[src/rtl/core_pkg.sv]
// Shared core definitions: opcode constants, NOP encoding, reset PC default,
// immediate extraction for B/J formats and the 2-bit saturating counter step.
package core_pkg;

  localparam logic [6:0]  OPC_BRANCH       = 7'b1100011;
  localparam logic [6:0]  OPC_JAL          = 7'b1101111;
  localparam logic [31:0] NOP_INSTR        = 32'h0000_0013;
  localparam logic [31:0] RESET_PC_DEFAULT = 32'h0000_0000;
  localparam logic [1:0]  BHT_INIT         = 2'b01;

  function automatic logic [31:0] imm_b(input logic [31:0] instr);
    return {{20{instr[31]}}, instr[7], instr[30:25], instr[11:8], 1'b0};
  endfunction

  function automatic logic [31:0] imm_j(input logic [31:0] instr);
    return {{12{instr[31]}}, instr[19:12], instr[20], instr[30:21], 1'b0};
  endfunction

  function automatic logic [1:0] sat_update(input logic [1:0] ctr, input logic taken);
    logic [1:0] res;
    if (taken) begin
      if (ctr != 2'b11) res = ctr + 2'b01;
      else              res = ctr;
    end else begin
      if (ctr != 2'b00) res = ctr - 2'b01;
      else              res = ctr;
    end
    return res;
  endfunction

endpackage

[src/rtl/branch_predictor.sv]
// Bimodal branch history table: 2-bit saturating counters, combinational lookup
// of the stored (pre-update) value and a registered saturating update.
module branch_predictor
  import core_pkg::*;
#(
  parameter int ENTRIES = 16,
  localparam int IDX_W  = $clog2(ENTRIES)
) (
  input  logic             clk,
  input  logic             rst_n,
  input  logic [IDX_W-1:0] lookup_idx,
  output logic             pred_taken,
  input  logic             upd_valid,
  input  logic [IDX_W-1:0] upd_idx,
  input  logic             upd_taken
);

  logic [1:0] bht_r [ENTRIES];
  logic [1:0] ctr_next_s;

  // Next value of the counter being trained
  always_comb begin
    ctr_next_s = sat_update(bht_r[upd_idx], upd_taken);
  end

  // Counter array with asynchronous reset to weakly not-taken
  always_ff @(posedge clk or negedge rst_n) begin
    if (!rst_n) begin
      for (int i = 0; i < ENTRIES; i++) begin
        bht_r[i] <= BHT_INIT;
      end
    end else if (upd_valid) begin
      bht_r[upd_idx] <= ctr_next_s;
    end
  end

  assign pred_taken = bht_r[lookup_idx][1];

endmodule

[src/rtl/fetch_unit.sv]
// Instruction-fetch stage: PC register, next-PC selection with JAL/branch
// prediction, IF/ID register. Define FETCH_BHT_EN for the dynamic BHT predictor.
module fetch_unit
  import core_pkg::*;
#(
  parameter logic [31:0] RESET_PC    = RESET_PC_DEFAULT,
  parameter int          BHT_ENTRIES = 16
) (
  input  logic        clk_i,
  input  logic        rst_i,
  output logic [31:0] pc_o,
  input  logic [31:0] instr_i,
  input  logic        stall_i,
  input  logic        redirect_i,
  input  logic [31:0] redirect_pc_i,
  input  logic        upd_valid_i,
  input  logic [31:0] upd_pc_i,
  input  logic        upd_taken_i,
  output logic        if_id_valid_o,
  output logic [31:0] if_id_instr_o,
  output logic [31:0] if_id_pc_o,
  output logic        if_id_pred_taken_o
);

  logic [31:0] pc_r;
  logic        if_valid_r;
  logic [31:0] if_instr_r;
  logic [31:0] if_pc_r;
  logic        if_pred_r;

  logic        is_branch_s;
  logic        is_jal_s;
  logic        branch_taken_s;
  logic        pred_taken_s;
  logic [31:0] target_s;
  logic [31:0] next_pc_s;

`ifdef FETCH_BHT_EN
  localparam int IDX_W = $clog2(BHT_ENTRIES);

  branch_predictor #(
    .ENTRIES(BHT_ENTRIES)
  ) u_bp (
    .clk       (clk_i),
    .rst_n     (rst_i),
    .lookup_idx(pc_r[IDX_W+1:2]),
    .pred_taken(branch_taken_s),
    .upd_valid (upd_valid_i),
    .upd_idx   (upd_pc_i[IDX_W+1:2]),
    .upd_taken (upd_taken_i)
  );

  logic unused_upd_s;
  assign unused_upd_s = ^{upd_pc_i[31:IDX_W+2], upd_pc_i[1:0]};
`else
  // Static BTFN: backward branches (negative B-immediate) predicted taken
  assign branch_taken_s = instr_i[31];

  logic unused_upd_s;
  assign unused_upd_s = ^{upd_valid_i, upd_taken_i, upd_pc_i, BHT_ENTRIES[0]};
`endif

  assign is_branch_s  = (instr_i[6:0] == OPC_BRANCH);
  assign is_jal_s     = (instr_i[6:0] == OPC_JAL);
  assign pred_taken_s = is_jal_s | (is_branch_s & branch_taken_s);

  // Predicted target for the word currently being fetched
  always_comb begin
    if (is_jal_s) target_s = pc_r + imm_j(instr_i);
    else          target_s = pc_r + imm_b(instr_i);
  end

  // Next-PC selection: redirect beats stall beats prediction
  always_comb begin
    if (redirect_i)        next_pc_s = redirect_pc_i;
    else if (stall_i)      next_pc_s = pc_r;
    else if (pred_taken_s) next_pc_s = target_s;
    else                   next_pc_s = pc_r + 32'd4;
  end

  // Program counter
  always_ff @(posedge clk_i or negedge rst_i) begin
    if (!rst_i) pc_r <= RESET_PC;
    else        pc_r <= next_pc_s;
  end

  // IF/ID pipeline register; a redirect only drops valid, payload holds
  always_ff @(posedge clk_i or negedge rst_i) begin
    if (!rst_i) begin
      if_valid_r <= 1'b0;
      if_instr_r <= NOP_INSTR;
      if_pc_r    <= 32'h0000_0000;
      if_pred_r  <= 1'b0;
    end else if (redirect_i) begin
      if_valid_r <= 1'b0;
    end else if (!stall_i) begin
      if_valid_r <= 1'b1;
      if_instr_r <= instr_i;
      if_pc_r    <= pc_r;
      if_pred_r  <= pred_taken_s;
    end
  end

  assign pc_o               = pc_r;
  assign if_id_valid_o      = if_valid_r;
  assign if_id_instr_o      = if_instr_r;
  assign if_id_pc_o         = if_pc_r;
  assign if_id_pred_taken_o = if_pred_r;

endmodule

[config.mk]
export PLATFORM = sky130hd
export DESIGN_NAME = fetch_unit
export DESIGN_NICKNAME = d
export VERILOG_FILES = /design/src/rtl/core_pkg.sv /design/src/rtl/branch_predictor.sv /design/src/rtl/fetch_unit.sv
export SDC_FILE = /design/constraint.sdc
export NUM_CORES = 1
export LEC_CHECK = 0
export CELL_PAD_IN_SITES_DETAIL_PLACEMENT = 1
export CELL_PAD_IN_SITES_GLOBAL_PLACEMENT = 2
export CORE_MARGIN = 1.5
export CORE_UTILIZATION = 41
export DETAILED_ROUTE_END_ITERATION = 10
export DONT_BUFFER_PORTS = 1
export GPL_TIMING_DRIVEN = 0
export PLACE_DENSITY = 0.95
export SLEW_MARGIN = 20
export SYNTH_ARGS = -nofsm -noshare
export SYNTH_HDL_FRONTEND = slang
export SYNTH_SLANG_ARGS = --single-unit
[constraint.sdc]
create_clock -name clk_i -period 5.2 [get_ports clk_i]
set_input_delay 0.78 -clock clk_i [delete_from_list [all_inputs] [get_ports clk_i]]
set_output_delay 0.78 -clock clk_i [all_outputs]
set_load 0.05 [all_outputs]
==> load_flow_metrics.sql, run 1 <==
INSERT INTO impl_metrics (metric_group, metric, value, unit) VALUES
('final_layout', 'drive_above_1_share', '16.3', '%'),
('timing', 'timing_worst_slew_pin_value', '0.819', 'ns'),
('final_layout', 'num-nets-final', '837', ''),
('clock_tree', 'cts.path.max_buffers', '2', ''),
('timing', 'timing.final.setup_violations', '0', ''),
('floorplan', 'die_outline_height', '129', 'um'),
('synthesis', 'synth_ff_type', 'dfrtp_1', ''),
('synthesis', 'synth_warnings', '0', ''),
('timing', 'final.setup_skew', '0.0113', 'ns'),
('floorplan', 'die_area', '0.0166', 'mm2'),
('clock_tree', 'cells_resized_by_post_cts_repair', '0', ''),
('clock_tree', 'clk_pin_slew', '0.07', 'ns'),
('timing', 'tns', '0', 'ns'),
('timing', 'final-hold-violation-count', '0', ''),
('detailed_routing', 'routed-via-count', '5707', ''),
('final_layout', 'fillers', '1795', ''),
('detailed_routing', 'routed_wire_length_per_instance', '24.2', 'um'),
('timing', 'final_min_period_over_clock_period', '86.8', '%'),
('final_layout', 'area_overhead_vs_synth', '8.76', '%'),
('clock_tree', 'htree_num_levels', '3', ''),
('detailed_routing', 'drt-pass1-iter-count', '6', ''),
('clock_tree', 'postCtsHoldBufs', '0', ''),
('outcome', 'status', 'finished, final reports clean', ''),
('clock_tree', 'root_buffer', 'clkbuf_16', ''),
('timing', 'relSlewSlack', '45.2', '%'),
('grt', 'grt_antenna_before_repair', '2', ''),
('synthesis', 'ys_ff_latch', '98', ''),
('clock_tree', 'clock_sink_count', '98', ''),
('critical_path', 'cp-end-kind', 'flop', ''),
('timing', 'clock.fmax', '221', 'MHz'),
('power_and_ir_drop', 'irDropWorstVdd', '238', 'uV'),
('placed_design', 'dpl_cell_area', '0.00676', 'mm2'),
('clock_tree', 'number_of_buffers_inserted_during_clock_tree_synthesis', '9', ''),
('placed_design', 'dpl.cell_count', '900', ''),
('critical_path', 'cp-start-kind', 'input port', ''),
('run', 'drv_cap', '0', ''),
('synthesis', 'synthAdderAreaFrac', '6.86', '%'),
('critical_path', 'ff2ff_path_depth', '10', ''),
('clock_tree', 'insertion_delay', '0.35', 'ns'),
('grt', 'grt.overflow.total', '0', ''),
('detailed_routing', 'vias_per_cell', '6.22', ''),
('synthesis', 'async_reset_ff_share', '100', '%'),
('detailed_routing', 'routed_wl', '22.2', 'mm'),
('placed_design', 'place_hpwl', '16.8', 'mm'),
('final_layout', 'finalNonFillerCells', '917', ''),
('critical_path', 'worstPathMaxFanout', '10', ''),
('floorplan', 'die_w', '129', 'um'),
('final_layout', 'regArea', '0.00246', 'mm2'),
('power_and_ir_drop', 'pwr_density_cell', '374', 'mW/mm2'),
('floorplan', 'effective_utilization_at_floorplan', '42.4', '%'),
('final_layout', 'final_design_area_no_fill', '0.00707', 'mm2'),
('synthesis', 'yosys.area_share.simple', '14.2', '%'),
('worst_hold_path', 'worst_hold_path_type', 'input port to async pin', ''),
('grt', 'number_of_global_route_vias_before_repair', '5898', ''),
('timing', 'final_period_minus_worst_setup_slack', '4.52', 'ns'),
('synthesis', 'syn-mean-instance-area', '9.43', 'um2'),
('floorplan', 'row_count', '45', ''),
('critical_path', 'regToRegSetupSlack', '1.83', 'ns'),
('floorplan', 'design.portCount', '200', ''),
('critical_path', 'worstPathRequired', '5.43', 'ns'),
('synthesis', 'synth-compound-area-share', '20.5', '%'),
('synthesis', 'muxShareOfSynthArea', '14.0', '%'),
('synthesis', 'syn-cell-area', '0.00650', 'mm2'),
('clock_tree', 'postCtsSetupRepairBufs', '0', ''),
('critical_path', 'critical_path_class', 'input port to flop', ''),
('synthesis', 'synth-edff-count', '0', ''),
('grt', 'grt_start_max_net_pins', '99', ''),
('synthesis', 'combinational_family_with_the_most_area_after_synthesis', 'compound AO/OA/AOI/OAI gates', ''),
('detailed_routing', 'drc_errors_left', '0', ''),
('grt', 'grt.total_usage', '26.8', '%'),
('placed_design', 'numPortBuffers', '0', '');
placed cells by master, fill, tap and decap left out, types with 7 or more instances in the layout:
cell type and n:
dfrtp_1 95, mux2_2 72, a21oi_1 66, nand2_1 53, o21ai_0 45, nor2_1 42
ha_1 34, clkbuf_1 30, nand3_1 28, a21o_1 23, xnor2_1 16, nand4_1 14
inv_1 12, a31oi_1 11, nor3_1 11, o21ai_1 10, mux2i_1 10, xor2_1 9
clkbuf_16 9, o221ai_1 7
synthesized netlist by cell type, drive strengths merged, types with 3 or more instances:
library cell  count  area, um2
mux2             72        811
nand4            14       87.6
buf               9       56.3
a211oi            6       55.1
a21oi            68        348
and3              6       42.5
dfstp             3       78.8
a21o             23        173
xnor2            16        140
o221ai            7       61.3
nor3b             3       22.5
nor2b             4       25.0
dfrtp            95       2380
nor2             43        164
clkbuf           29        109
nor3             13       70.1
or2               3       18.8
o21ai            56        284
xor2              9       78.8
a31oi            11       68.8
nand2b            6       37.5
inv              12       45.0
and4              5       43.8
o31ai             5       37.5
nand3            28        140
and2              3       18.8
o21bai            4       30.0
nand2            53        199
o311ai            3       33.8
o22ai             6       37.5
ha               34        425
mux2i            10        100
layout make-up:
type                    instances  share of cell area, %
multi-input cells             541                   54.3
flip-flops and latches         98                   34.8
well taps                     211                   3.74
clock buffers                  11                   3.43
plain buffers                  38                   2.34
clock inverters                 5                  0.779
inverters                      12                  0.637
diodes                          1                 0.0354
worst max-delay path, stage by stage:
cell and delay [ns]:
nand2b_1 0.18, nor3_2 0.58, clkbuf_1 0.45, mux2_2 0.40, ha_1 0.37, a21o_1 0.16, nand4_1 0.15, a31o_1 0.32
o31ai_1 0.42, o21ai_1 0.26, nor3_1 0.36, mux2i_1 0.23, nand3_1 0.09
routing by layer:
layer,vias to the layer above,track usage (%),part of all wire (%)
li1,2577,-,-
met1,2842,34.0,42
met2,249,43.4,47
met3,37,8.81,9.0
met4,2,8.59,2.2
met5,-,0,0.072
kinds of logic after synthesis:
group	Yosys count
buffers and inverters	50
adders and majority gates	35
and+or+nand+nor	188
xor gates and xnor gates	25
DFF	98
AOI/OAI and AO/OA	211
muxes	82
worst paths after layout:
| check | startpoint | endpoint |
|---|---|---|
| max | instr_i[4] | pc_o[31]$_DFFE_PN0N_ |
| min | rst_i | if_id_instr_o[17]$_DFFE_PN0P_ |
| max reg2reg | pc_o[1]$_DFFE_PN0P_ | pc_o[31]$_DFFE_PN0N_ |
| min reg2reg | if_id_instr_o[4]$_DFFE_PN1P_ | if_id_instr_o[4]$_DFFE_PN1P_ |
| max in group asynchronous | rst_i | if_id_instr_o[4]$_DFFE_PN1P_ |
| min in group clk_i | redirect_pc_i[3] | pc_o[3]$_DFFE_PN0N_ |
state kept, by name (all words and copies together), names as in the netlist:
name                count
if_id_valid_o           1
if_id_pred_taken_o      1
if_id_pc_o             32
if_id_instr_o          32
pc_o                   32
where the power goes:
group | leakage (nW) | internal (mW) | total, mW | switching [mW]
clock network | 0.142 | 0.385 | 0.678 | 0.293
logic | 1.59 | 0.254 | 0.567 | 0.312
registers | 1.16 | 0.867 | 1.40 | 0.533
total | 2.89 | 1.51 | 2.64 | 1.14
stage by stage:
step / util (%) / setup WS, ns / total power [mW]
final: 46.1 / 0.685 / 2.64
after floorplan: - / 1.18 / 1.80
after CTS: 46.1 / 0.370 / 2.65
after global placement: 44.2 / 0.124 / 1.94
after detailed placement: 44.2 / 0.00131 / 1.97
after global routing: 46.1 / 0.558 / 2.76
Power figures use the tool's default switching activity.
==> inputs of run 2 (changes only) <==
--- a/config.mk
+++ b/config.mk
@@ -9,6 +9,7 @@
 export CELL_PAD_IN_SITES_GLOBAL_PLACEMENT = 2
 export CORE_MARGIN = 1.5
 export CORE_UTILIZATION = 41
+export CTS_CLUSTER_DIAMETER = 50
 export DETAILED_ROUTE_END_ITERATION = 10
 export DONT_BUFFER_PORTS = 1
 export GPL_TIMING_DRIVEN = 0
==> results of run 2 <==
Same layout as run 1: the final DEF is identical, and so are final timing and power.
==> inputs of run 3 (changes only) <==
--- a/config.mk
+++ b/config.mk
@@ -13,6 +13,7 @@
 export DETAILED_ROUTE_END_ITERATION = 10
 export DONT_BUFFER_PORTS = 1
 export GPL_TIMING_DRIVEN = 0
+export HOLD_SLACK_MARGIN = 0.06
 export PLACE_DENSITY = 0.95
 export SLEW_MARGIN = 20
 export SYNTH_ARGS = -nofsm -noshare
==> results of run 3 <==
Same layout as run 1: the final DEF is identical, and so are final timing and power.
